## config.mk

```make
export PLATFORM = sky130hd
export DESIGN_NAME = stdout_uart_tx
export DESIGN_NICKNAME = d
export VERILOG_FILES = /design/src/rtl/stdout_uart_tx.sv
export SDC_FILE = /design/constraint.sdc
export NUM_CORES = 1
export LEC_CHECK = 0
export CORE_AREA = 2 2 148 164
export DETAILED_ROUTE_END_ITERATION = 10
export DIE_AREA = 0 0 150 166
export SLEW_MARGIN = 0
export SYNTH_ARGS = -nofsm -noshare
export SYNTH_HDL_FRONTEND = slang
export SYNTH_SLANG_ARGS = --single-unit
```

## constraint.sdc

```tcl
create_clock -name clk -period 3.8 [get_ports clk]
set_input_delay 0.38 -clock clk [delete_from_list [all_inputs] [get_ports clk]]
set_output_delay 0.38 -clock clk [all_outputs]
set_load 0.005 [all_outputs]
```

## src/rtl/stdout_uart_tx.sv

```systemverilog
// stdout_uart_tx: buffered 8N1 UART transmitter for the core's console output.
// Bytes written by the core land in a small circular FIFO; a four-state FSM
// drains the FIFO one frame at a time onto the registered serial line.
module stdout_uart_tx #(
    parameter int CLKS_PER_BIT = 868,
    parameter int FIFO_DEPTH   = 16
) (
    input  logic       clk,
    input  logic       reset_n,
    input  logic       wr_en,
    input  logic [7:0] wr_data,
    output logic       full,
    output logic       busy,
    output logic       overflow,
    output logic       tx
);

    localparam int PTR_W  = $clog2(FIFO_DEPTH);
    localparam int CNT_W  = PTR_W + 1;
    localparam int BAUD_W = $clog2(CLKS_PER_BIT);
    localparam logic [BAUD_W-1:0] BAUD_LAST = BAUD_W'(CLKS_PER_BIT - 1);
    localparam logic [CNT_W-1:0]  DEPTH_C   = CNT_W'(FIFO_DEPTH);

    typedef enum logic [1:0] {
        S_IDLE,
        S_START,
        S_DATA,
        S_STOP
    } state_t;

    logic [7:0]        r_mem [FIFO_DEPTH];
    logic [PTR_W-1:0]  r_wrPtr;
    logic [PTR_W-1:0]  r_rdPtr;
    logic [CNT_W-1:0]  r_count;
    logic              r_overflow;

    state_t            r_state;
    state_t            w_stateNext;
    logic [7:0]        r_shift;
    logic [7:0]        w_shiftNext;
    logic [2:0]        r_bitCnt;
    logic [2:0]        w_bitCntNext;
    logic [BAUD_W-1:0] r_baud;
    logic [BAUD_W-1:0] w_baudNext;
    logic              r_tx;
    logic              w_txNext;

    logic              w_full;
    logic              w_push;
    logic              w_pop;
    logic              w_baudEnd;

    // Fullness is judged on the current count, so a pop in the same cycle
    // never makes room for a write that arrives while full.
    assign w_full    = (r_count == DEPTH_C);
    assign w_push    = wr_en & ~w_full;
    assign w_baudEnd = (r_baud == BAUD_LAST);

    assign full     = w_full;
    assign busy     = (r_state != S_IDLE) | (r_count != '0);
    assign overflow = r_overflow;
    assign tx       = r_tx;

    // Byte storage; contents need no reset because the count guards reads.
    always_ff @(posedge clk) begin
        if (w_push) begin
            r_mem[r_wrPtr] <= wr_data;
        end
    end

    // FIFO pointers, occupancy count and the sticky dropped-byte flag.
    always_ff @(posedge clk) begin
        if (!reset_n) begin
            r_wrPtr    <= '0;
            r_rdPtr    <= '0;
            r_count    <= '0;
            r_overflow <= 1'b0;
        end else begin
            if (w_push) begin
                r_wrPtr <= r_wrPtr + 1'b1;
            end
            if (w_pop) begin
                r_rdPtr <= r_rdPtr + 1'b1;
            end
            case ({w_push, w_pop})
                2'b10:   r_count <= r_count + 1'b1;
                2'b01:   r_count <= r_count - 1'b1;
                default: r_count <= r_count;
            endcase
            if (wr_en && w_full) begin
                r_overflow <= 1'b1;
            end
        end
    end

    // Transmitter state register; the line itself is registered too.
    always_ff @(posedge clk) begin
        if (!reset_n) begin
            r_state  <= S_IDLE;
            r_shift  <= '0;
            r_bitCnt <= '0;
            r_baud   <= '0;
            r_tx     <= 1'b1;
        end else begin
            r_state  <= w_stateNext;
            r_shift  <= w_shiftNext;
            r_bitCnt <= w_bitCntNext;
            r_baud   <= w_baudNext;
            r_tx     <= w_txNext;
        end
    end

    // Frame sequencing plus the next line level derived from the next state.
    always_comb begin
        w_stateNext  = r_state;
        w_shiftNext  = r_shift;
        w_bitCntNext = r_bitCnt;
        w_baudNext   = w_baudEnd ? '0 : r_baud + 1'b1;
        w_pop        = 1'b0;
        w_txNext     = 1'b1;

        case (r_state)
            S_IDLE: begin
                w_baudNext = '0;
                if (r_count != '0) begin
                    w_pop        = 1'b1;
                    w_shiftNext  = r_mem[r_rdPtr];
                    w_bitCntNext = '0;
                    w_stateNext  = S_START;
                end
            end
            S_START: begin
                if (w_baudEnd) begin
                    w_stateNext = S_DATA;
                end
            end
            S_DATA: begin
                if (w_baudEnd) begin
                    w_shiftNext = {1'b0, r_shift[7:1]};
                    if (r_bitCnt == 3'd7) begin
                        w_stateNext = S_STOP;
                    end else begin
                        w_bitCntNext = r_bitCnt + 3'd1;
                    end
                end
            end
            S_STOP: begin
                if (w_baudEnd) begin
                    w_stateNext = S_IDLE;
                end
            end
            default: begin
                w_stateNext = S_IDLE;
            end
        endcase

        case (w_stateNext)
            S_START: w_txNext = 1'b0;
            S_DATA:  w_txNext = w_shiftNext[0];
            default: w_txNext = 1'b1;
        endcase
    end

endmodule

```

==> run summary <==
=====================================================================================
Run status                                                                  completed
Total number of vias                                                             3738
Via-per-instance ratio                                                           4.80
Total clock sinks                                                                 170
Resized Gates After CTS                                                             0
Hold Slack                                                                     463 ps
Fin crit period                                                               2750 ps
Total power after layout                                                    0.00499 W
Die Y                                                                          166 µm
Number of nets with antenna violations after detailed routing                       0
PD cells                                                                   625 nW/µm²
Final count of pins violating max slew                                              0
Setup TNS                                                                        0 ps
Largest net degree at the start of global routing                                  33
Unrepaired setup endpoints after global routing                                    no
Overall overflow remaining after global route                                       0
All-layer global routing usage                                                  11.2%
Final setup violation count                                                         0
Final non-filler cell area                                                   7990 µm²
Relative slew slack                                                             35.9%
Die width                                                                      150 µm
Top cells by area, synth                                                 sky130_fd_sc_hd__edfxtp_1, sky130_fd_sc_hd__dfxtp_1, sky130_fd_sc_hd__mux4_2
Class of the most critical hold timing path                              register to register
CTS clock-pin slew for the worst setup and hold paths                           70 ps
Seq/Total Area, Yosys                                                           68.0%
Wire length of the first global-routing pass                                 21100 µm
Clock tree from TritonCTS                                                         yes
Filler cell count in the final layout                                            2258
Clk Tree Root Cell                                                       sky130_fd_sc_hd__clkbuf_16
Cell type with the highest aggregate area in the netlist                 sky130_fd_sc_hd__edfxtp_1
Area of the placeable core                                                  23300 µm²
Maximum resistive drop on vdd                                              0.000337 V
Detailed Routing Iterations Pass 1                                                  4
Final number of hold-violating endpoints                                            0
Avg Inst Size Synth                                                          15.5 µm²
Setup WS post-layout                                                          1050 ps
Kind of cell adding the most delay to the critical path                  compound AO/OA/AOI/OAI gates
R2R cell count                                                                     10
Effective utilization at floorplan                                              29.5%
Average wire length per cell after detail routing                             17.0 µm
Reg2Reg Setup Slack                                                           1050 ps
Endpoint of the most critical register-to-register path                  r_count[4]$_SDFFE_PN0P_
Worst slack at placement                                                       959 ps
Area taken by flip-flops and latches                                         4690 µm²
Setup Fix Bufs, Post-CTS                                                            0
Crit-path slowest cell                                                   sky130_fd_sc_hd__nor4_2
Share of final-layout standard cells stronger than drive strength 1             18.4%
Total leakage power                                                           2.55 nW
Worst min-delay path endpoint                                            r_shift[7]$_SDFFE_PN0P_
Number of stages on the worst hold path                                             2
FF-to-FF Start                                                           r_count[1]$_SDFFE_PN0P_
Signal arrival time at the worst endpoint                                     3110 ps
Area fraction of the dominant cell type after synthesis                         55.8%
# IOs                                                                              15
Clock Skews                                                                   12.3 ps
Worst Setup End Kind                                                         register
Standard-cell rows                                                                 59
CTS H-tree depth                                                                    4
Number of DRC violations after detailed routing                                     0
Area of the multi-input gates                                                2070 µm²
Sum of net half-perimeters after detailed placement                           8420 µm
Biggest cell delay along the critical path                                     500 ps
Critical path buffers and inverters                                                 1
# diodes                                                                            0
Highest Clock Rate                                                            364 MHz
Cell area after technology mapping                                           6890 µm²
Wirelength, routed                                                           13200 µm
Critical path launch point type                                              register
Count of buffers inserted at the top-level ports                                   14
Cell breakdown of the critical path                                      nor4_2 > a21boi_0 > buf_4 > ha_1 > xor2_1 > ha_1 > o211ai_1 > a211oi_1 > a31oi_1 > mux2i_1
Maximum count of clock buffers along a single path                                  2
Share of the cycle needed by the critical path after routing                    72.3%
Cell mode on critical path                                               sky130_fd_sc_hd__ha_1
Synth Warn #                                                                        0
Syn_nets                                                                          466
Hold Buf Count CTS                                                                  0
Count of routing violations after the opening detailed-route iteration            239
Initial antenna violation count                                                     0
Worst Tran Pin Value                                                           958 ps
Vias in the first global route                                                   3885
Required time worst endpoint                                                  4160 ps
Worst Setup Path Type                                                    register to register
Cell variety after synth                                                           47
Maximum capacitance violations                                                      0
Instance area after placement                                                7390 µm²
Number of synthesized register bits                                               170
Maximum fanout along the worst path                                                11
Gp weighted congestion                                                          0.805
Cts bufs inserted                                                                  17
Layout-stage area growth over the synthesis result                              16.0%
Final-stage net count                                                             482
Area enclosed by the die boundary                                           24900 µm²
Synthesized instance count                                                        444
Skew-Pair Late Insertion Delay                                                 430 ps
Min-Delay Startpoint                                                     r_shift[7]$_SDFFE_PN0P_
=====================================================================================
[synth_stat cells, drive strengths merged]
cell type,n
a2111oi,1
a211oi,1
a21boi,2
a21o,1
a21oi,14
a22oi,6
a31oi,3
a41oi,1
and2,1
and3,4
and3b,1
buf,6
clkbuf,20
clkinv,1
dfxtp,42
edfxtp,128
ha,11
inv,8
mux2,7
mux2i,10
mux4,33
nand2,16
nand2b,5
nand3,12
nand4,2
nor2,51
nor3,8
nor3b,1
nor4,2
nor4b,1
o211ai,1
o21a,3
o21ai,3
o22ai,10
o31ai,2
o41a,1
o41ai,1
or3,3
or4b,1
xnor2,7
xor2,13
[sequential cells by signal, summed over array words and instances (netlist names), named ones only]
register,flops
overflow,1
r_baud,10
r_bitCnt,3
r_count,5
r_mem,128
r_rdPtr,4
r_shift,8
r_state,2
r_wrPtr,4
tx,1
[where the power goes]
group / internal (W) / leakage, nW / total (W) / switching, W
Combinational: 0.000517 / 0.759 / 0.00101 / 0.000495
Sequential: 0.00211 / 1.50 / 0.00224 / 0.000133
Clock: 0.000943 / 0.296 / 0.00174 / 0.000795
[per-stage QoR]
stage	utilization, %	std cells
finish	34.3	778
floorplan	-	444
CTS	34.3	778
global route	34.3	778
detailed placement	31.7	746
global placement	31.7	746
[worst register-to-register path, stage by stage (launching register included)]
cell	delay [ps]
sky130_fd_sc_hd__dfxtp_1	390
sky130_fd_sc_hd__nor4_2	500
sky130_fd_sc_hd__a21boi_0	180
sky130_fd_sc_hd__buf_4	210
sky130_fd_sc_hd__ha_1	300
sky130_fd_sc_hd__xor2_1	190
sky130_fd_sc_hd__ha_1	230
sky130_fd_sc_hd__o211ai_1	190
sky130_fd_sc_hd__a211oi_1	90
sky130_fd_sc_hd__a31oi_1	210
sky130_fd_sc_hd__mux2i_1	190
[cells by family after synthesis]
logic type      after synthesis  share of synthesized area, %
compound gates               50                          4.70
xor+xnor                     20                          2.54
fa+ha+maj                    11                          2.00
buf+inv                      35                          2.00
flops                       170                          68.0
mux                          50                          13.4
simple gates                108                          7.42
[cell usage in the layout, fill, tap and decap left out, types with 10 or more instances in the layout]
cell and instances:
sky130_fd_sc_hd__a21oi_1 14, sky130_fd_sc_hd__clkbuf_16 17, sky130_fd_sc_hd__clkdlybuf4s50_1 14, sky130_fd_sc_hd__dfxtp_1 40
sky130_fd_sc_hd__edfxtp_1 128, sky130_fd_sc_hd__ha_1 11, sky130_fd_sc_hd__mux2i_1 10, sky130_fd_sc_hd__mux4_2 33
sky130_fd_sc_hd__nand2_1 16, sky130_fd_sc_hd__nand3_1 12, sky130_fd_sc_hd__nor2_1 51, sky130_fd_sc_hd__o22ai_1 10
sky130_fd_sc_hd__xor2_1 13
[area by class of cell]
cell class              instances  share of cell area (%)
flip-flops and latches        170                    58.6
repair buffers                 23                    2.76
clock buffers                  17                    5.32
inverters                       9                   0.423
multi-input cells             239                    25.9
well taps                     305                    4.77
clock inverters                15                    2.18
[metal layers]
layer / vias to the layer above / track usage, % / wire length (µm)
li1: 1731 / - / -
met1: 1909 / 13.8 / 5720
met2: 84 / 19.3 / 6750
met3: 14 / 2.75 / 604
met4: 0 / 3.40 / 162
met5: - / 0 / 0
[how the worst max path moves through the flow]
| stage | start | end | slack (ps) | cells past startpoint |
|---|---|---|---|---|
| floorplan | r_count[1]$_SDFFE_PN0P_ | r_count[4]$_SDFFE_PN0P_ | 1120 | 12 |
| global placement | wr_en | r_count[4]$_SDFFE_PN0P_ | 1020 | 11 |
| detailed placement | wr_en | r_count[4]$_SDFFE_PN0P_ | 960 | 11 |
| CTS | r_count[1]$_SDFFE_PN0P_ | r_count[4]$_SDFFE_PN0P_ | 1090 | 10 |
| global route | r_count[1]$_SDFFE_PN0P_ | r_count[4]$_SDFFE_PN0P_ | 800 | 10 |
| finish | r_count[1]$_SDFFE_PN0P_ | r_count[4]$_SDFFE_PN0P_ | 1050 | 10 |
Power figures use the tool's default switching activity.
